`src/rtl/lift_car_plant.sv`:
```
`default_nettype none
// ============================================================================
// Module      : lift_car_plant
// Description : Cycle-accurate car-side plant for the lift controller: car
//               position, one-hot floor sensing, door stroke and fault flags.
// Revision    : 1.0 - initial release
// ============================================================================
module lift_car_plant #(
    parameter int N_FLOORS      = 8,
    parameter int TRAVEL_CYCLES = 16,
    parameter int DOOR_CYCLES   = 8,
    parameter int RESET_FLOOR   = 0
) (
    input  logic                        clk,
    input  logic                        reset,
    input  logic                        direction,
    input  logic                        motion,
    input  logic                        door_rqst,
    output logic [N_FLOORS-1:0]         floor_sense,
    output logic [$clog2(N_FLOORS)-1:0] car_floor,
    output logic                        door_closed,
    output logic                        door_open,
    output logic                        interlock_err,
    output logic                        overtravel_err
);

    localparam int FW = $clog2(N_FLOORS);
    localparam int SW = (TRAVEL_CYCLES > 1) ? $clog2(TRAVEL_CYCLES) : 1;
    localparam int DW = (DOOR_CYCLES > 1) ? $clog2(DOOR_CYCLES) : 1;

    localparam logic [FW-1:0]       c_top_floor   = FW'(N_FLOORS - 1);
    localparam logic [FW-1:0]       c_reset_floor = FW'(RESET_FLOOR);
    localparam logic [SW-1:0]       c_seg_last    = SW'(TRAVEL_CYCLES - 1);
    localparam logic [DW-1:0]       c_door_load   = DW'(DOOR_CYCLES - 1);
    localparam logic [N_FLOORS-1:0] c_sense_one   = N_FLOORS'(1);

    typedef enum logic [1:0] {
        S_CLOSED  = 2'd0,
        S_OPENING = 2'd1,
        S_OPEN    = 2'd2,
        S_CLOSING = 2'd3
    } door_state_t;

    door_state_t         r_door, w_door;
    logic [FW-1:0]       r_floor, w_floor;
    logic [SW-1:0]       r_seg, w_seg;
    logic [DW-1:0]       r_dcnt, w_dcnt;
    logic                r_ilk, w_ilk;
    logic                r_ot, w_ot;
    logic [N_FLOORS-1:0] r_sense, w_sense;
    logic                r_door_closed, r_door_open;
    logic                w_level;

    always_ff @(posedge clk or negedge reset) begin
        if (!reset) begin
            r_door        <= S_CLOSED;
            r_floor       <= c_reset_floor;
            r_seg         <= '0;
            r_dcnt        <= '0;
            r_ilk         <= 1'b0;
            r_ot          <= 1'b0;
            r_sense       <= c_sense_one << c_reset_floor;
            r_door_closed <= 1'b1;
            r_door_open   <= 1'b0;
        end else begin
            r_door        <= w_door;
            r_floor       <= w_floor;
            r_seg         <= w_seg;
            r_dcnt        <= w_dcnt;
            r_ilk         <= w_ilk;
            r_ot          <= w_ot;
            r_sense       <= w_sense;
            r_door_closed <= (w_door == S_CLOSED);
            r_door_open   <= (w_door == S_OPEN);
        end
    end

    always_comb begin
        w_door  = r_door;
        w_floor = r_floor;
        w_seg   = r_seg;
        w_dcnt  = r_dcnt;
        w_ilk   = r_ilk;
        w_ot    = r_ot;
        w_level = (r_seg == '0);

        // Motion is only honoured with the door fully closed; a commanded
        // step past either end of the shaft is refused and flagged.
        if (motion) begin
            if (r_door != S_CLOSED) begin
                w_ilk = 1'b1;
            end else if (direction) begin
                if (w_level && (r_floor == c_top_floor)) begin
                    w_ot = 1'b1;
                end else if (r_seg == c_seg_last) begin
                    w_seg   = '0;
                    w_floor = r_floor + 1'b1;
                end else begin
                    w_seg = r_seg + 1'b1;
                end
            end else begin
                if (w_level && (r_floor == '0)) begin
                    w_ot = 1'b1;
                end else if (w_level) begin
                    w_seg   = c_seg_last;
                    w_floor = r_floor - 1'b1;
                end else begin
                    w_seg = r_seg - 1'b1;
                end
            end
        end

        case (r_door)
            S_CLOSED: begin
                if (door_rqst && !motion && w_level) begin
                    w_door = S_OPENING;
                    w_dcnt = c_door_load;
                end
            end
            S_OPENING: begin
                if (r_dcnt == '0) w_door = S_OPEN;
                else              w_dcnt = r_dcnt - 1'b1;
            end
            S_OPEN: begin
                if (!door_rqst) begin
                    w_door = S_CLOSING;
                    w_dcnt = c_door_load;
                end
            end
            S_CLOSING: begin
                if (door_rqst) begin
                    w_door = S_OPENING;
                    w_dcnt = c_door_load;
                end else if (r_dcnt == '0) begin
                    w_door = S_CLOSED;
                end else begin
                    w_dcnt = r_dcnt - 1'b1;
                end
            end
            default: w_door = S_CLOSED;
        endcase

        w_sense = (w_seg == '0) ? (c_sense_one << w_floor) : '0;
    end

    assign floor_sense    = r_sense;
    assign car_floor      = r_floor;
    assign door_closed    = r_door_closed;
    assign door_open      = r_door_open;
    assign interlock_err  = r_ilk;
    assign overtravel_err = r_ot;

endmodule
`default_nettype wire

```
`config.mk`:
```
export PLATFORM = sky130hd
export DESIGN_NAME = lift_car_plant
export DESIGN_NICKNAME = d
export VERILOG_FILES = /design/src/rtl/lift_car_plant.sv
export SDC_FILE = /design/constraint.sdc
export NUM_CORES = 1
export LEC_CHECK = 0
export CAP_MARGIN = 20
export CORE_AREA = 2 2 73 75
export CTS_BUF_LIST = sky130_fd_sc_hd__clkbuf_8 sky130_fd_sc_hd__clkbuf_16
export DETAILED_ROUTE_END_ITERATION = 10
export DIE_AREA = 0 0 75 77
export PLACE_DENSITY = 0.48
export SYNTH_ARGS = -nofsm -noshare
export SYNTH_HDL_FRONTEND = slang
export SYNTH_SLANG_ARGS = --single-unit
```
`constraint.sdc`:
```
create_clock -name clk -period 3.8 [get_ports clk]
set_input_delay 0.38 -clock clk [delete_from_list [all_inputs] [get_ports clk]]
set_output_delay 0.38 -clock clk [all_outputs]
set_load 0.005 [all_outputs]
```
==> impl_metrics.yaml, run 1 <==
power_and_ir_drop:
  peakVddDrop_uv: 333
  power.share.switching: 0.407
  p_sw_mw: 0.486
  p_per_area_nw_per_um2: 633
  leakagePower_nw: 0.770
  power_frac_seq: 0.357
  internal-power_mw: 0.707
  p_clk_frac: 0.183
  comb_power_share: 0.459
drt:
  drt-initial-drc-count: 100
  avgViaCountPerCell: 5.00
  drc: 0
  wl_per_cell_um: 13.5
  wl_um: 3170
  via_count: 1171
  final_antenna_net_count: 0
  dr.pass1.iters: 4
grt:
  grt_pass1_wl_um: 5570
  antenna_found_initial: 0
  grt_pass1_vias: 1150
  grt_usage: 0.123
  grt_start_max_net_pins: 25
  overflow: 0
critical_path:
  crit_path_max_fanout: 10
  worstSetupPathType: "reg2reg"
  crit_path_end_kind: "flop"
  r2r_cells: 7
  arrival_ns: 2.70
  start_kind: "flop"
  critPathRequiredTime_ns: 3.96
synth:
  netlist_instances: 147
  ys_top_cells_by_area: "dfrtp_1 36%, ha_1 6.5%, inv_1 3.9%, dfstp_2 3.4%, nand2_1 3.2%"
  post-synth-top-area-cell: "dfrtp_1"
  synthArstFlopShare: 1.00
  synth.top_cell.area_share: 0.356
  synthDistinctLibCells: 58
  synth_top_flop_cell: "dfrtp_1"
  synth_area_um2: 1550
  ys_ff_latch: 24
  syn_avg_cell_area_um2: 10.5
  synth_warnings: 0
  synth_nets: 160
  synth_enable_flop_cells: 0
  ys_seq_area_frac: 0.390
worst_hold_path:
  hold_path_class: "in2async"
sta:
  final.setup.tns_ns: 0
  post-route-min-period_ns: 2.55
  hold_viol: 0
  setup_viol: 0
  fmax_mhz: 393
  maxSlewViolCount: 0
  setup_slack_ns: 1.25
  clock_skew_ns: 0.00489
  rsz0062_at_grt: "false"
  hold_ws_ns: 0.363
  finalCritPeriodShare: 0.670
  worst_slew_pin_slew_ns: 0.478
  relSlewSlack: 0.673
cts:
  cts_resized: 0
  h-tree-depth: 1
  cts_tree: "built"
  clockBufferDepth: 2
  clk_latency_ns: 0.26
  numCtsBuffers: 3
  root_buffer: "clkbuf_8"
  hold_buffers: 0
  clk_pin_slew_ns: 0.08
  cts_setup_buffers: 0
  cts.sinks: 24
place:
  gp_congestion: 0.805
  io_buffer_count: 19
  dp_cells: 229
  hpwl_um: 2380
  place_ws_ns: 1.04
final_layout:
  area_delta_synth_final_pct: 21.7
  n_antenna_cell: 0
  mostFrequentLayoutCells: "22 x dfrtp_1, 19 x clkdlybuf4s50_1, 16 x inv_1"
  layout.cells.non_filler: 234
  final_common_cell: "dfrtp_1"
  post-route-util: 0.379
  fin_nets: 178
  drive_above_1_share: 0.165
floorplan:
  row_count: 26
  core-area_um2: 4980
  die_y_um: 77
  die_area_um2: 5780
  start_util: 0.311
  ios: 20
  die_w_um: 75
job:
  cap_violations: 0
run_status:
  status: "finished clean"
-- final cells by class --
class	instances	area [um2]
fill	506	3090
multi-input combinational	100	845
tap	70	87.6
timing repair buffer	20	218
clock buffer	3	41.3
clock inverter	1	30.0
inverter	16	60.1
sequential	24	603
-- cells in the mapped netlist, types with 2 or more instances --
master,n
nor3_1,4
nor4b_1,3
ha_1,8
inv_1,16
nand3b_1,2
nor3b_1,2
buf_2,5
nor4_1,2
a21oi_1,3
dfstp_2,2
o32ai_1,2
dfrtp_1,22
a22oi_2,2
or3b_1,2
o21ai_0,7
nand2_1,13
or4_1,2
xnor2_1,2
nor2_1,4
nor2b_1,4
nand2b_1,3
-- flip-flops by register name, summed over array words and instances (netlist names) --
| register | cells |
|---|---|
| floor_sense | 8 |
| r_seg | 4 |
| car_floor | 3 |
| r_dcnt | 3 |
| r_door | 2 |
| door_closed | 1 |
| door_open | 1 |
| interlock_err | 1 |
| overtravel_err | 1 |
-- worst paths after layout --
path | startpoint | end | slack [ns]
worst max-delay path | r_seg[0]$_DFF_PN0_ | floor_sense[0]$_DFF_PN1_ | 1.25
worst min-delay path | reset | door_open$_DFF_PN0_ | 0.36
worst max register to register | r_seg[0]$_DFF_PN0_ | floor_sense[0]$_DFF_PN1_ | 1.25
worst min register to register | interlock_err$_DFFE_PN0P_ | interlock_err$_DFFE_PN0P_ | 0.48
max in group asynchronous | reset | floor_sense[0]$_DFF_PN1_ | 2.96
min in group clk | interlock_err$_DFFE_PN0P_ | interlock_err$_DFFE_PN0P_ | 0.48
-- cell families (layout without fill, tap and decap cells) --
group / count (synthesis) / after routing / synth area share
compound gates: 33 / 33 / 0.200
simple gates: 56 / 56 / 0.263
buf+inv: 23 / 40 / 0.0647
fa+ha+maj: 8 / 8 / 0.0647
mux: 1 / 1 / 0.00647
flops: 24 / 24 / 0.390
xor+xnor: 2 / 2 / 0.0113
-- critical path, stage by stage (launching register included) --
cell,delay [ns]
dfrtp_1,0.47
inv_1,0.11
ha_1,0.37
or4b_4,0.57
o211ai_2,0.21
o211ai_4,0.13
nand3b_1,0.26
nor4b_1,0.33
-- per-stage QoR --
step | total power [mW] | area, um2
6_report | 1.19 | 1880
5_1_grt | 1.30 | 1880
3_5_place_dp | 0.980 | 1790
2_1_floorplan | 0.851 | 1550
3_3_place_gp | 0.967 | 1790
4_1_cts | 1.21 | 1860
-- per-layer routing --
layer,share of wire,GRT usage,wire length [um]
met5,0,0,0
met4,0.0054,0.0411,17
met3,0.033,0.0184,105
met2,0.49,0.185,1540
met1,0.48,0.179,1510
-- power by group through the flow --
stage	clock [mW]	combinational, mW	sequential [mW]
after floorplan	0	0.481	0.370
after global placement	0	0.540	0.427
after detailed placement	0	0.551	0.429
after CTS	0.227	0.554	0.425
after global routing	0.242	0.618	0.442
final	0.219	0.548	0.427
No activity file was read; power rests on OpenSTA's default activity.
==> run 2: changes to the inputs <==
Settings changed: PLACE_DENSITY 0.48 to 0.5.
Clock period 3.8 ns to 2.1 ns, I/O delays scaled along.
==> run 2 against run 1 <==
Global-route usage rose by 1.2 points. Core utilization rose by 8.4 points. Largest power group unchanged. Wire length rose by 21%. Maximum frequency rose by 18%. Final cell count rose by 16%. Register-to-register slack got worse by 1.3 ns. The run now ends with setup timing left. Worst setup slack got worse by 1.3 ns. Count of clock-buffer cells in the layout did not move.
==> impl_metrics.yaml, run 2 (same netlist as run 1, synthesis figures left out) <==
cts:
  h-tree-depth: 1
  numCtsBuffers: 3
  clockBufferDepth: 2
  root_buffer: "clkbuf_8"
  cts_tree: "built"
  hold_buffers: 0
  clk_latency_ns: 0.27
  cts.sinks: 24
  clk_pin_slew_ns: 0.09
power_and_ir_drop:
  peakVddDrop_uv: 627
  power_frac_seq: 0.261
  leakagePower_nw: 0.951
  internal-power_mw: 1.69
  comb_power_share: 0.593
  p_sw_mw: 1.11
  power.share.switching: 0.398
  p_per_area_nw_per_um2: 1220
  p_clk_frac: 0.147
run_status:
  status: "finished, violations left"
  violations: "setup timing"
sta:
  relSlewSlack: 0.731
  finalCritPeriodShare: 1.03
  maxSlewViolCount: 0
  rsz0062_at_grt: "true"
  fmax_mhz: 462
  setup_viol: 5
  post-route-min-period_ns: 2.16
  clock_skew_ns: 0.00198
  hold_viol: 0
  setup_slack_ns: -0.0635
  worst_slew_pin_slew_ns: 0.402
critical_path:
  crit_path_max_incr_delay_ns: 0.64
  crit_path_max_fanout: 11
  start_kind: "flop"
  crit_path_end_kind: "flop"
  arrival_ns: 2.36
  critical-path-slowest-cell: "or4b_4"
  rrSetupSlack_ns: -0.06
  critPathRequiredTime_ns: 2.30
  path_cells: "or4b_4 -> o211ai_4 -> o211ai_4 -> nand3b_1 -> buf_4 -> nor3b_2"
  cpMostUsedCell: "o211ai_4"
  worstSetupPathType: "reg2reg"
grt:
  overflow: 0
  grt_start_max_net_pins: 25
  grt_pass1_vias: 1301
  grt_pass1_wl_um: 6180
  antenna_found_initial: 0
  grt_usage: 0.135
place:
  gp_congestion: 0.835
  hpwl_um: 2620
  dp_cells: 256
  io_buffer_count: 19
  place_area_um2: 1990
final_layout:
  largest_reg_flops: 8
  layout.cells.non_filler: 271
  final_common_cell: "buf_4"
  fin_nets: 215
  final_area_um2: 2300
  mostFrequentLayoutCells: "37 x buf_4, 19 x dfrtp_1, 19 x clkdlybuf4s50_1"
  n_antenna_cell: 0
  area_delta_synth_final_pct: 48.9
  drive_above_1_share: 0.438
worst_hold_path:
  hold_path_class: "in2async"
drt:
  dr.pass1.iters: 4
  drt-initial-drc-count: 31
  final_antenna_net_count: 0
  drc: 0
  via_count: 1317
  wl_per_cell_um: 14.2
  avgViaCountPerCell: 4.86
  wl_um: 3840
floorplan:
  ios: 20
  start_util: 0.311
  die_w_um: 75
  die_area_um2: 5780
  core-area_um2: 4980
  row_count: 26
  die_y_um: 77
job:
  cap_violations: 0
==> run 2: worst paths after layout <==
path,from,to,depth (start not counted)
setup / recovery,r_seg[3]$_DFF_PN0_,floor_sense[1]$_DFF_PN0_,6
hold / removal,reset,r_door[0]$_DFF_PN0_,2
setup reg to reg,r_seg[3]$_DFF_PN0_,floor_sense[1]$_DFF_PN0_,6
hold reg to reg,interlock_err$_DFFE_PN0P_,interlock_err$_DFFE_PN0P_,1
max in group asynchronous,reset,floor_sense[0]$_DFF_PN1_,2
min in group clk,interlock_err$_DFFE_PN0P_,interlock_err$_DFFE_PN0P_,1
==> run 2: layout make-up <==
class	count	area (um2)
fill	460	2670
multi-input combinational	100	997
sequential	24	607
timing repair buffer	57	479
tap	70	87.6
inverter	16	62.6
clock buffer	3	41.3
clock inverter	1	30.0
==> run 2: what timing repair did <==
action | in CTS | in global routing
endpoints found under the setup margin | 11 | 14
pin swaps | 4 | 9
gates resized for setup | 9 | 26
endpoints found under the hold margin | 0 | 0
buffers inserted | 1 | 10
==> run 2: critical path, delay by kind of cell, from the launching register on <==
family	cells	cell delay, ns
and+or+nand+nor	3	1.03
AOI/OAI and AO/OA	2	0.34
DFF	1	0.53
buffers and inverters	1	0.19
==> run 2: per-layer routing <==
metal / vias up / routed length, um / track usage
li1: 643 / - / -
met1: 646 / 1690 / 0.178
met2: 22 / 2020 / 0.227
met3: 6 / 82 / 0.0158
met4: 0 / 44 / 0.0429
met5: - / 0 / 0
==> run 2: metrics by stage <==
step                      hold WS [ns]   util  TNS [ns]  power, mW  setup WS (ns)
final                            0.291  0.463    -0.141       2.80        -0.0635
after global routing             0.344  0.463    -0.707       3.01         -0.141
after CTS                        0.299  0.422   -0.0129       2.56        -0.0129
after detailed placement         0.455  0.399    -0.930       2.05         -0.145
after global placement           0.451  0.399    -0.804       2.02         -0.130
after floorplan                -0.0856      -    -0.179       1.54        -0.0457
==> run 2: power groups by stage <==
stage | sequential, mW | clock [mW] | combinational (mW)
3_3_place_gp | 0.726 | 0 | 1.30
2_1_floorplan | 0.670 | 0 | 0.868
6_report | 0.730 | 0.411 | 1.66
3_5_place_dp | 0.727 | 0 | 1.33
4_1_cts | 0.726 | 0.423 | 1.41
5_1_grt | 0.750 | 0.431 | 1.83
==> run 3: changes to the inputs <==
Settings changed: PLACE_DENSITY 0.5 to 0.48.
Clock period 2.1 ns to 2.2 ns, I/O delays scaled along.
==> run 3 against run 2 <==
The run now ends clean. Maximum frequency about the same. First-iteration DRC count up 29%. Sequential share of layout area grew 0.52 points. Worst setup slack gained 0.10 ns. Final cell count shrank 1.8%. Hold slack improved by 0.015 ns. Global-route usage shrank 0.46 points. Non-clock buffer count down 5. Clock power down 6.3%. Sequential power fell by 4.1%. Wire length decreased by 7.3%. Largest power group unchanged.
==> impl_metrics.yaml, run 3 (same netlist as run 1, synthesis figures left out) <==
drt:
  final_antenna_net_count: 0
  via_count: 1286
  avgViaCountPerCell: 4.83
  drc: 0
  wl_per_cell_um: 13.4
  dr.pass1.iters: 4
  wl_um: 3560
  drt-initial-drc-count: 40
critical_path:
  crit_path_max_fanout: 11
  arrival_ns: 2.35
  critPathRequiredTime_ns: 2.39
  worstSetupPathType: "reg2reg"
  crit_path_end_kind: "flop"
  start_kind: "flop"
place:
  io_buffer_count: 19
  hpwl_um: 2640
  gp_congestion: 0.875
  place_area_um2: 1950
  place_ws_ns: -0.110
sta:
  maxSlewViolCount: 0
  rsz0062_at_grt: "true"
  hold_viol: 0
  worst_slew_pin_slew_ns: 0.366
  fmax_mhz: 462
  setup_slack_ns: 0.0370
  post-route-min-period_ns: 2.16
  relSlewSlack: 0.752
  finalCritPeriodShare: 0.983
  clock_skew_ns: 0.00320
  setup_viol: 0
grt:
  antenna_found_initial: 0
  grt_pass1_vias: 1321
  overflow: 0
  grt_usage: 0.131
  grt_start_max_net_pins: 25
  grt_pass1_wl_um: 6000
final_layout:
  fill_cells: 478
  area_delta_synth_final_pct: 45.4
  drive_above_1_share: 0.403
  n_antenna_cell: 0
  post-route-util: 0.452
  mostFrequentLayoutCells: "32 x buf_4, 21 x dfrtp_1, 19 x clkdlybuf4s50_1"
  final_area_um2: 2250
  fin_nets: 210
  multi_input_area_um2: 986
  final_common_cell: "buf_4"
  largest_reg_flops: 8
  seqCellArea_um2: 604
power_and_ir_drop:
  leakagePower_nw: 0.937
  peakVddDrop_uv: 500
  p_per_area_nw_per_um2: 1150
  p_total_mw: 2.60
floorplan:
  row_count: 26
  die_y_um: 77
  ios: 20
  core-area_um2: 4980
  die_w_um: 75
  start_util: 0.311
  die_area_um2: 5780
worst_hold_path:
  hold_path_class: "in2async"
cts:
  cts_tree: "built"
  clk_pin_slew_ns: 0.09
  clockBufferDepth: 2
  numCtsBuffers: 3
  h-tree-depth: 1
  root_buffer: "clkbuf_8"
  cts.sinks: 24
  clk_latency_ns: 0.26
job:
  cap_violations: 0
run_status:
  status: "finished clean"
[run 3: where the power goes]
group / internal, mW / leakage (nW) / switching (mW)
sequential: 0.568 / 0.289 / 0.132
clock: 0.243 / 0.0357 / 0.142
combinational: 0.770 / 0.612 / 0.741
[run 3: per-layer routing]
metal / track usage / wire (um) / up-vias
li1: - / - / 628
met1: 0.174 / 1620 / 639
met2: 0.213 / 1840 / 15
met3: 0.0171 / 61 / 4
met4: 0.0464 / 31 / 0
met5: 0 / 0 / -
[run 3: through the flow]
stage | setup TNS, ns | cells | hold slack [ns]
after CTS | -0.00687 | 261 | 0.310
after floorplan | 0 | 147 | -0.0756
final | 0 | 266 | 0.305
after global placement | -0.504 | 251 | 0.451
after global routing | -0.246 | 266 | 0.325
after detailed placement | -0.429 | 251 | 0.458
[run 3: area by class of cell]
cell class | instances | share of cell area
Multi-Input combinational cell | 100 | 0.438
Sequential cell | 24 | 0.268
Timing Repair Buffer | 52 | 0.196
Tap cell | 70 | 0.0389
Inverter | 16 | 0.0267
Clock buffer | 3 | 0.0183
Clock inverter | 1 | 0.0133
[run 3: worst paths after layout]
kind	start	end	slack, ns	cells after the start
max in group asynchronous	reset	floor_sense[0]$_DFF_PN1_	1.60	2
min in group clk	interlock_err$_DFFE_PN0P_	interlock_err$_DFFE_PN0P_	0.49	1
worst max register to register	r_seg[3]$_DFF_PN0_	floor_sense[1]$_DFF_PN0_	0.04	6
worst min register to register	interlock_err$_DFFE_PN0P_	interlock_err$_DFFE_PN0P_	0.49	1
worst min-delay path	reset	door_open$_DFF_PN0_	0.31	2
worst max-delay path	r_seg[3]$_DFF_PN0_	floor_sense[1]$_DFF_PN0_	0.04	6
[run 3: critical path: stages, from the launching register on]
cell and delay [ns]:
dfrtp_1 0.52, or4b_4 0.64, o211ai_4 0.21, o211ai_4 0.11, nand3b_1 0.26, buf_6 0.18
nor3b_2 0.17
[run 3: repair_timing]
action / in CTS / in global routing
endpoints found under the hold margin: 0 / 0
setup buffers: 6 / 5
setup endpoints to repair: 5 / 10
resized for setup: 7 / 23
pin swaps: 8 / 13
hold buffers: 0 / 0
